**src/rtl/mte_auth_decrypt.sv**
```systemverilog
// Receive-side MTE frame decryptor: iterative inverse cipher (one round per clock),
// tag check, and a saturating authentication-failure counter.
module mte_auth_decrypt #(
    parameter int N      = 8,
    parameter int ROUNDS = 4
) (
    input  logic         clock,
    input  logic         reset_n,
    input  logic         in_valid,
    output logic         in_ready,
    input  logic [N-1:0] in_cipher,
    input  logic [N-1:0] in_tag,
    input  logic [N-1:0] in_key,
    output logic         out_valid,
    input  logic         out_ready,
    output logic [N-1:0] out_data,
    output logic         out_mac_ok,
    output logic [7:0]   fail_count
);

    localparam int CW = (ROUNDS > 1) ? $clog2(ROUNDS) : 1;

    typedef enum logic [1:0] {
        IDLE  = 2'd0,
        ROUND = 2'd1,
        DONE  = 2'd2
    } state_t;

    state_t        state_q, state_d;
    logic [N-1:0]  y_q, y_d;
    logic [N-1:0]  tag_q, tag_d;
    logic [N-1:0]  key_q, key_d;
    logic [CW-1:0] r_q, r_d;
    logic [N-1:0]  data_q, data_d;
    logic          ok_q, ok_d;
    logic [7:0]    fail_q, fail_d;

    logic [N-1:0]  round_key;
    logic [N-1:0]  y_round;
    logic          tag_ok;

    // Rotate amounts are reduced mod N; a zero amount makes the right shift drop everything.
    function automatic logic [N-1:0] rotl_f(input logic [N-1:0] v, input int unsigned s);
        int unsigned m;
        m = s % N;
        return (v << m) | (v >> (N - m));
    endfunction

    assign round_key = rotl_f(key_q, 32'(r_q));
    assign y_round   = {y_q[0], y_q[N-1:1]} ^ round_key;
    assign tag_ok    = ((y_round ^ rotl_f(key_q, N / 2)) == tag_q);

    always_comb begin
        state_d = state_q;
        y_d     = y_q;
        tag_d   = tag_q;
        key_d   = key_q;
        r_d     = r_q;
        data_d  = data_q;
        ok_d    = ok_q;
        fail_d  = fail_q;
        case (state_q)
            IDLE: begin
                if (in_valid) begin
                    y_d     = in_cipher;
                    tag_d   = in_tag;
                    key_d   = in_key;
                    r_d     = CW'(ROUNDS - 1);
                    state_d = ROUND;
                end
            end
            ROUND: begin
                y_d = y_round;
                r_d = r_q - CW'(1);
                if (r_q == '0) begin
                    // y_round is the full plaintext on the last inverse round.
                    data_d  = tag_ok ? y_round : '0;
                    ok_d    = tag_ok;
                    if (!tag_ok && fail_q != 8'hFF) begin
                        fail_d = fail_q + 8'd1;
                    end
                    state_d = DONE;
                end
            end
            DONE: begin
                if (out_ready) begin
                    state_d = IDLE;
                end
            end
            default: state_d = IDLE;
        endcase
    end

    always_ff @(posedge clock or negedge reset_n) begin
        if (!reset_n) begin
            state_q <= IDLE;
            y_q     <= '0;
            tag_q   <= '0;
            key_q   <= '0;
            r_q     <= '0;
            data_q  <= '0;
            ok_q    <= 1'b0;
            fail_q  <= 8'd0;
        end else begin
            state_q <= state_d;
            y_q     <= y_d;
            tag_q   <= tag_d;
            key_q   <= key_d;
            r_q     <= r_d;
            data_q  <= data_d;
            ok_q    <= ok_d;
            fail_q  <= fail_d;
        end
    end

    assign in_ready   = (state_q == IDLE);
    assign out_valid  = (state_q == DONE);
    assign out_data   = data_q;
    assign out_mac_ok = ok_q;
    assign fail_count = fail_q;

endmodule
```
**config.mk**
```make
export PLATFORM = sky130hd
export DESIGN_NAME = mte_auth_decrypt
export DESIGN_NICKNAME = d
export VERILOG_FILES = /design/src/rtl/mte_auth_decrypt.sv
export SDC_FILE = /design/constraint.sdc
export NUM_CORES = 1
export LEC_CHECK = 0
export CAP_MARGIN = 15
export CORE_UTILIZATION = 45
export CTS_CLUSTER_SIZE = 16
export DETAILED_ROUTE_END_ITERATION = 12
export DONT_BUFFER_PORTS = 1
export GPL_ROUTABILITY_DRIVEN = 0
export HOLD_SLACK_MARGIN = 0.1
export SLEW_MARGIN = 20
export SYNTH_ARGS = -nofsm -noshare
export SYNTH_HDL_FRONTEND = slang
export SYNTH_SLANG_ARGS = --single-unit
```
**constraint.sdc**
```tcl
create_clock -name clock -period 2.98 [get_ports clock]
set_input_delay 0.596 -clock clock [delete_from_list [all_inputs] [get_ports clock]]
set_output_delay 0.596 -clock clock [all_outputs]
set_load 0.03 [all_outputs]
```
* After elaboration in Yosys (flattened, before gate mapping)
Index checks and enable logic that the tools add are counted.
** Storage, ports and cells
- Bits in registers :: 45
- Output and inout bits :: 19
** Operators by class
- Shift operators :: 2
- Eq/ne operators :: 7
- Bitwise logic cells :: 4
- Add/subtract/negate cells :: 3
- Muxes and demuxes :: 9
- Reductions and logical operators :: 10
** Operators with widths (count)
- $shr 8x32->8 :: 1
- $mux 8 :: 2
- $pmux 8 s2 :: 1
- $xor 8x8->8 :: 2
- $add 8x1->8 const B :: 1
- $eq 8x8->1 :: 1
- $mux 2 :: 4
- $ne 8x8->1 const B :: 1
- $or 8x4->8 :: 1
- $or 8x8->8 :: 1
- $shl 8x2->8 :: 1
- $pmux 2 s3 :: 1
- $reduce_and 2->1 :: 3
- $reduce_and 3->1 :: 2
- $sub 4x2->5 const A :: 1
- $logic_not 2->1 :: 2
- $ne 2x2->1 const B :: 2
- $pmux 2 s2 :: 1
- $eq 2x1->1 const B :: 1
- $eq 2x2->1 const B :: 1
- $ne 2x1->1 const B :: 1
- $reduce_bool 2->1 :: 1
- $sub 2x1->2 const B :: 1
- $logic_and 1x1->1 :: 1
- $logic_not 1->1 :: 1

* Logic depth before layout (Yosys ltp)
- Depth after elaboration :: 9
- Mapped depth :: 10

* Worst setup path after synthesis
OpenSTA, ideal clock, no wires.
- Path type :: register to register
- Start :: reg r_q[0]
- End :: reg fail_q[1], in the netlist fail_count[1]
- Clock period less this slack :: 3.081 ns
- Data required time :: 2.852 ns
- Setup slack :: -0.101 ns
- Data arrival time :: 2.953 ns
- Path buffers :: 1
- Stages on the path, launching flop included :: 11
- Setup time :: 0.128 ns
- Cells stage by stage :: dfrtp_1 -> buf_2 -> inv_1 -> ha_1 -> mux2_2 -> a221oi_2 -> xor2_1 -> xnor2_1 -> nor4_4 -> a21oi_2 -> mux2_1
** On the way
- Word-level cells in the longest chain between the ends :: 9
- Elaborated cells between the ends (all ways) :: 11
- Classes of those cells :: 1 x add/sub; 1 x eq/ne; 2 x shift; 3 x bitwise; 4 x reduce/logical
** Ends and longest elaborated chain
- from (decl) :: RTL line 33 : logic [CW-1:0] r_q, r_d;
- from (signal assigned) :: RTL line 109 : r_q <= r_d;
- $sub 4x2->5 :: RTL line 46 : return (v << m) | (v >> (N - m));
- $shr 8x32->8 :: RTL line 46
- $or 8x8->8 :: RTL line 46
- $xor 8x8->8 :: RTL line 50 : assign y_round = {y_q[0], y_q[N-1:1]} ^ round_key;
- $xor 8x8->8 :: RTL line 51 : assign tag_ok = ((y_round ^ rotl_f(key_q, N / 2)) == tag_q);
- $eq 8x8->1 :: RTL line 51
- $logic_not 1->1 :: RTL line 79 : if (!tag_ok && fail_q != 8'hFF) begin
- $logic_and 1x1->1 :: RTL line 79
- $reduce_and 3->1 (no source line) *
- to (signal assigned) :: RTL line 112 : fail_q <= fail_d;
- to (decl) :: RTL line 36 : logic [7:0] fail_q, fail_d;
Every way passes the cells marked *; elsewhere a longest branch is shown, timed or not.
A chain may end at the register's enable or synchronous reset.

* Worst setup path in the final report
- Start :: reg r_q[0]
- End :: reg data_q[1], in the netlist out_data[1]
** On the way
- Word-level cells in the longest chain between the ends :: 7
- Elaborated cells between the ends (all ways) :: 10
- Classes of those cells :: 1 x add/sub; 1 x eq/ne; 2 x shift; 1 x mux; 3 x bitwise; 2 x reduce/logical
** Ends and longest elaborated chain
- $sub 4x2->5 :: RTL line 46
- $shr 8x32->8 :: RTL line 46
- $or 8x8->8 :: RTL line 46
- $xor 8x8->8 :: RTL line 50
- $xor 8x8->8 :: RTL line 51
- $eq 8x8->1 :: RTL line 51
- $mux 8 :: RTL line 77 : data_d = tag_ok ? y_round : '0;
- to (signal assigned) :: RTL line 110 : data_q <= data_d;
- to (decl) :: RTL line 34 : logic [N-1:0] data_q, data_d;
Several ways; a longest one is shown, not always the timed one.

==> out/qor.yml <==
synth_top_cell_area_share_pct: 46.6
tightestPinTransition_ps: 671
synth_async_sr_flop_share_pct: 100
detail-route-antenna-nets: 0
synth-main-ff-cell: "dfrtp_1"
rows: 26
rrSetupSlack_ps: 230
cp_num_buf_inv: 2
syn_inst: 213
finish.net_count: 252
coreArea_um2: 5140
crit-reg2reg-launch: "r_q[0]$_DFFE_PN0P_"
share_of_layout_cells_above_drive_strength_1_pct: 21.6
critical_path.cell_chain: "inv_1 -> ha_1 -> or2_2 -> o221ai_1 -> xnor2_2 -> xnor2_1 -> nor4_4 -> buf_4 -> nand2_2 -> o31ai_1"
fin_util_pct: 52.4
cts_tree: "done"
grt_max_degree: 46
final_min_period_over_clock_period_pct: 92.1
post_drt_wl_per_cell_um: 17.7
grt_pass1_vias: 1664
max_cap_viol_count: 0
post_synth.cell_area_avg_um2: 11.3
post_drt_via_cell_ratio: 5.68
area_overhead_of_the_layout_relative_to_synthesis_pct: 11.4
finalHoldViolCount: 0
wl_um: 5180
grt_first_pass_wirelength_um: 8290
htree_levels: 2
grtUsageMet3_pct: 3.75
drt-initial-drc-count: 94
fp.dieH_um: 75.3
cp-start-kind: "flip-flop"
cts_inserted_buffers: 5
die_area_um2: 5670
max-clock-path-buffers: 2
cts_clk_pin_slew_worst_paths_ps: 90
vias: 1659
initial_antenna_violation_count: 0
cp_data_arrival_time_ps: 2930
crit_path_start: "r_q[0]$_DFFE_PN0P_"
worst-path-max-fanout: 9
global_route.usage.total_pct: 19.8
min_path_type: "primary input to async pin"
layout_commonest_cell: "dfrtp_1"
cp_slowest_stage_delay_ps: 370
reg2reg_depth: 10
initial_utilization_pct: 47.0
max_slew_margin_pct: 55.1
synth.distinct_cells: 42
remaining_drc_errors: 0
worstReg2RegEnd: "out_data[1]$_DFFE_PN0P_"
mostFrequentLayoutCells: "dfrtp_1 (45), mux2_2 (18), nand2_1 (17), xor2_1 (16), xnor2_1 (15)"
mappedNetlistArea_um2: 2420
cpLargestDelayFamily: "simple AND/OR/NAND/NOR gates"
total_grt_overflow: 0
synth_warnings: 0
ios: 47
grt_setup_unrepaired: "no"
synth_edf_count: 0
final.setup.tns_ps: 0
skew_ps: 8.38
cp-endpoint: "out_data[1]$_DFFE_PN0P_"
port_buffers: 0
run_status: "complete, no violations"
timing_max_transition_violations_final: 0
timing.critical_path.required_ps: 3170
timing_worst_setup_path_type: "flip-flop to flip-flop"
worst_setup_path_end_kind: "flip-flop"
clk_sink_count: 45
die_x_um: 75.3
period_minus_slack_ps: 2750
synth.net_count: 244
timing.critical_path.depth: 10
detailed_placement_hpwl_um: 3850
root_buffer: "clkbuf_8"
worst_path_max_delay_cell: "ha_1"
antenna_cells: 0
synth_sequential_area_ratio_pct: 46.6
globalRouteMet2Util_pct: 31.3
cell_types_with_the_largest_area_share_after_synthesis: "dfrtp_1 (47%), mux2_2 (8.4%), xor2_1 (6.2%), xnor2_1 (5.8%), nand2_1 (2.6%)"
fmax_mhz: 364
synth.largest_area_cell: "dfrtp_1"
clock_latency_late_sink_ps: 290
gr_busiest_metal: "met2"
met1_usage_pct: 27.1
first_pass_iters: 5
number_of_synthesized_register_bits: 45
final-setup-viol-count: 0
==> cells in the mapped netlist, types with 3 or more instances <==
| library cell | count |
|---|---|
| dfrtp_1 | 45 |
| mux2_2 | 18 |
| nand2_1 | 17 |
| xor2_1 | 17 |
| xnor2_1 | 16 |
| o21ai_0 | 12 |
| a22oi_1 | 8 |
| o31ai_1 | 8 |
| a21oi_1 | 5 |
| clkbuf_1 | 5 |
| inv_1 | 5 |
| nor2_1 | 5 |
| and3_1 | 4 |
| mux2i_1 | 4 |
| nor2b_1 | 4 |
| a211oi_1 | 3 |
| ha_1 | 3 |
==> worst min-delay path by stage <==
stage,start,endpoint
floorplan,reset_n,fail_count[0]$_DFFE_PN0P_
global placement,reset_n,state_q[1]$_DFFE_PN0P_
detailed placement,reset_n,state_q[1]$_DFFE_PN0P_
finish,reset_n,out_data[7]$_DFFE_PN0P_
global route,reset_n,out_data[4]$_DFFE_PN0P_
CTS,reset_n,out_data[7]$_DFFE_PN0P_
==> registers in the layout, summed over array words and instances, names as in the netlist <==
signal and flops:
fail_count 8, key_q 8, out_data 8, out_mac_ok 1
r_q 2, state_q 2, tag_q 8, y_q 8
==> layout make-up <==
cell class                      count  area [um2]
Clock buffer                        6        72.6
Clock inverter                      2        38.8
Fill cell                         473        2450
Inverter                            5        18.8
Multi-Input combinational cell    154        1260
Sequential cell                    45        1130
Tap cell                           70        87.6
Timing Repair Buffer               10        87.6
==> worst register-to-register path, cell delays in order, from the launching register on <==
cell and delay, ps:
dfrtp_1 350, inv_1 60, ha_1 370, or2_2 320
o221ai_1 300, xnor2_2 200, xnor2_1 160, nor4_4 330
buf_4 210, nand2_2 120, o31ai_1 240
==> metal layers <==
layer / routed length (um) / vias up / part of all wire, %
li1: - / 788 / -
met1: 2320 / 801 / 45
met2: 2440 / 64 / 47
met3: 352 / 6 / 6.8
met4: 73 / 0 / 1.4
met5: 0 / - / 0
==> repair_timing <==
item,in CTS,in global routing
resized for setup,0,3
endpoints found under the setup margin,0,10
hold endpoints to repair,45,0
hold buffers,1,0
setup buffers,0,2
==> cells by family after synthesis <==
kind of cell	Yosys count	share of synthesized area, %
buffers and inverters	14	2.28
AO/OA/AOI/OAI	48	14.0
flip-flops	45	46.6
XOR/XNOR	33	12.0
AND/OR/NAND/NOR	44	10.6
multiplexers	26	13.0
adder cells (fa/ha/maj)	3	1.55
==> through the flow <==
stage                     std cells  instance area, um2  hold WS, ps  setup WS, ps
final                           292                2690          142           235
after global routing            292                2690          145          20.1
after CTS                       290                2650          148           176
after detailed placement        281                2520          302           179
after global placement          281                2520          302           274
after floorplan                 213                2420          300          17.2
Power is left out: the tool's default activity adds up to more than one toggle a clock period on the data nets, which glitch-free logic cannot reach.
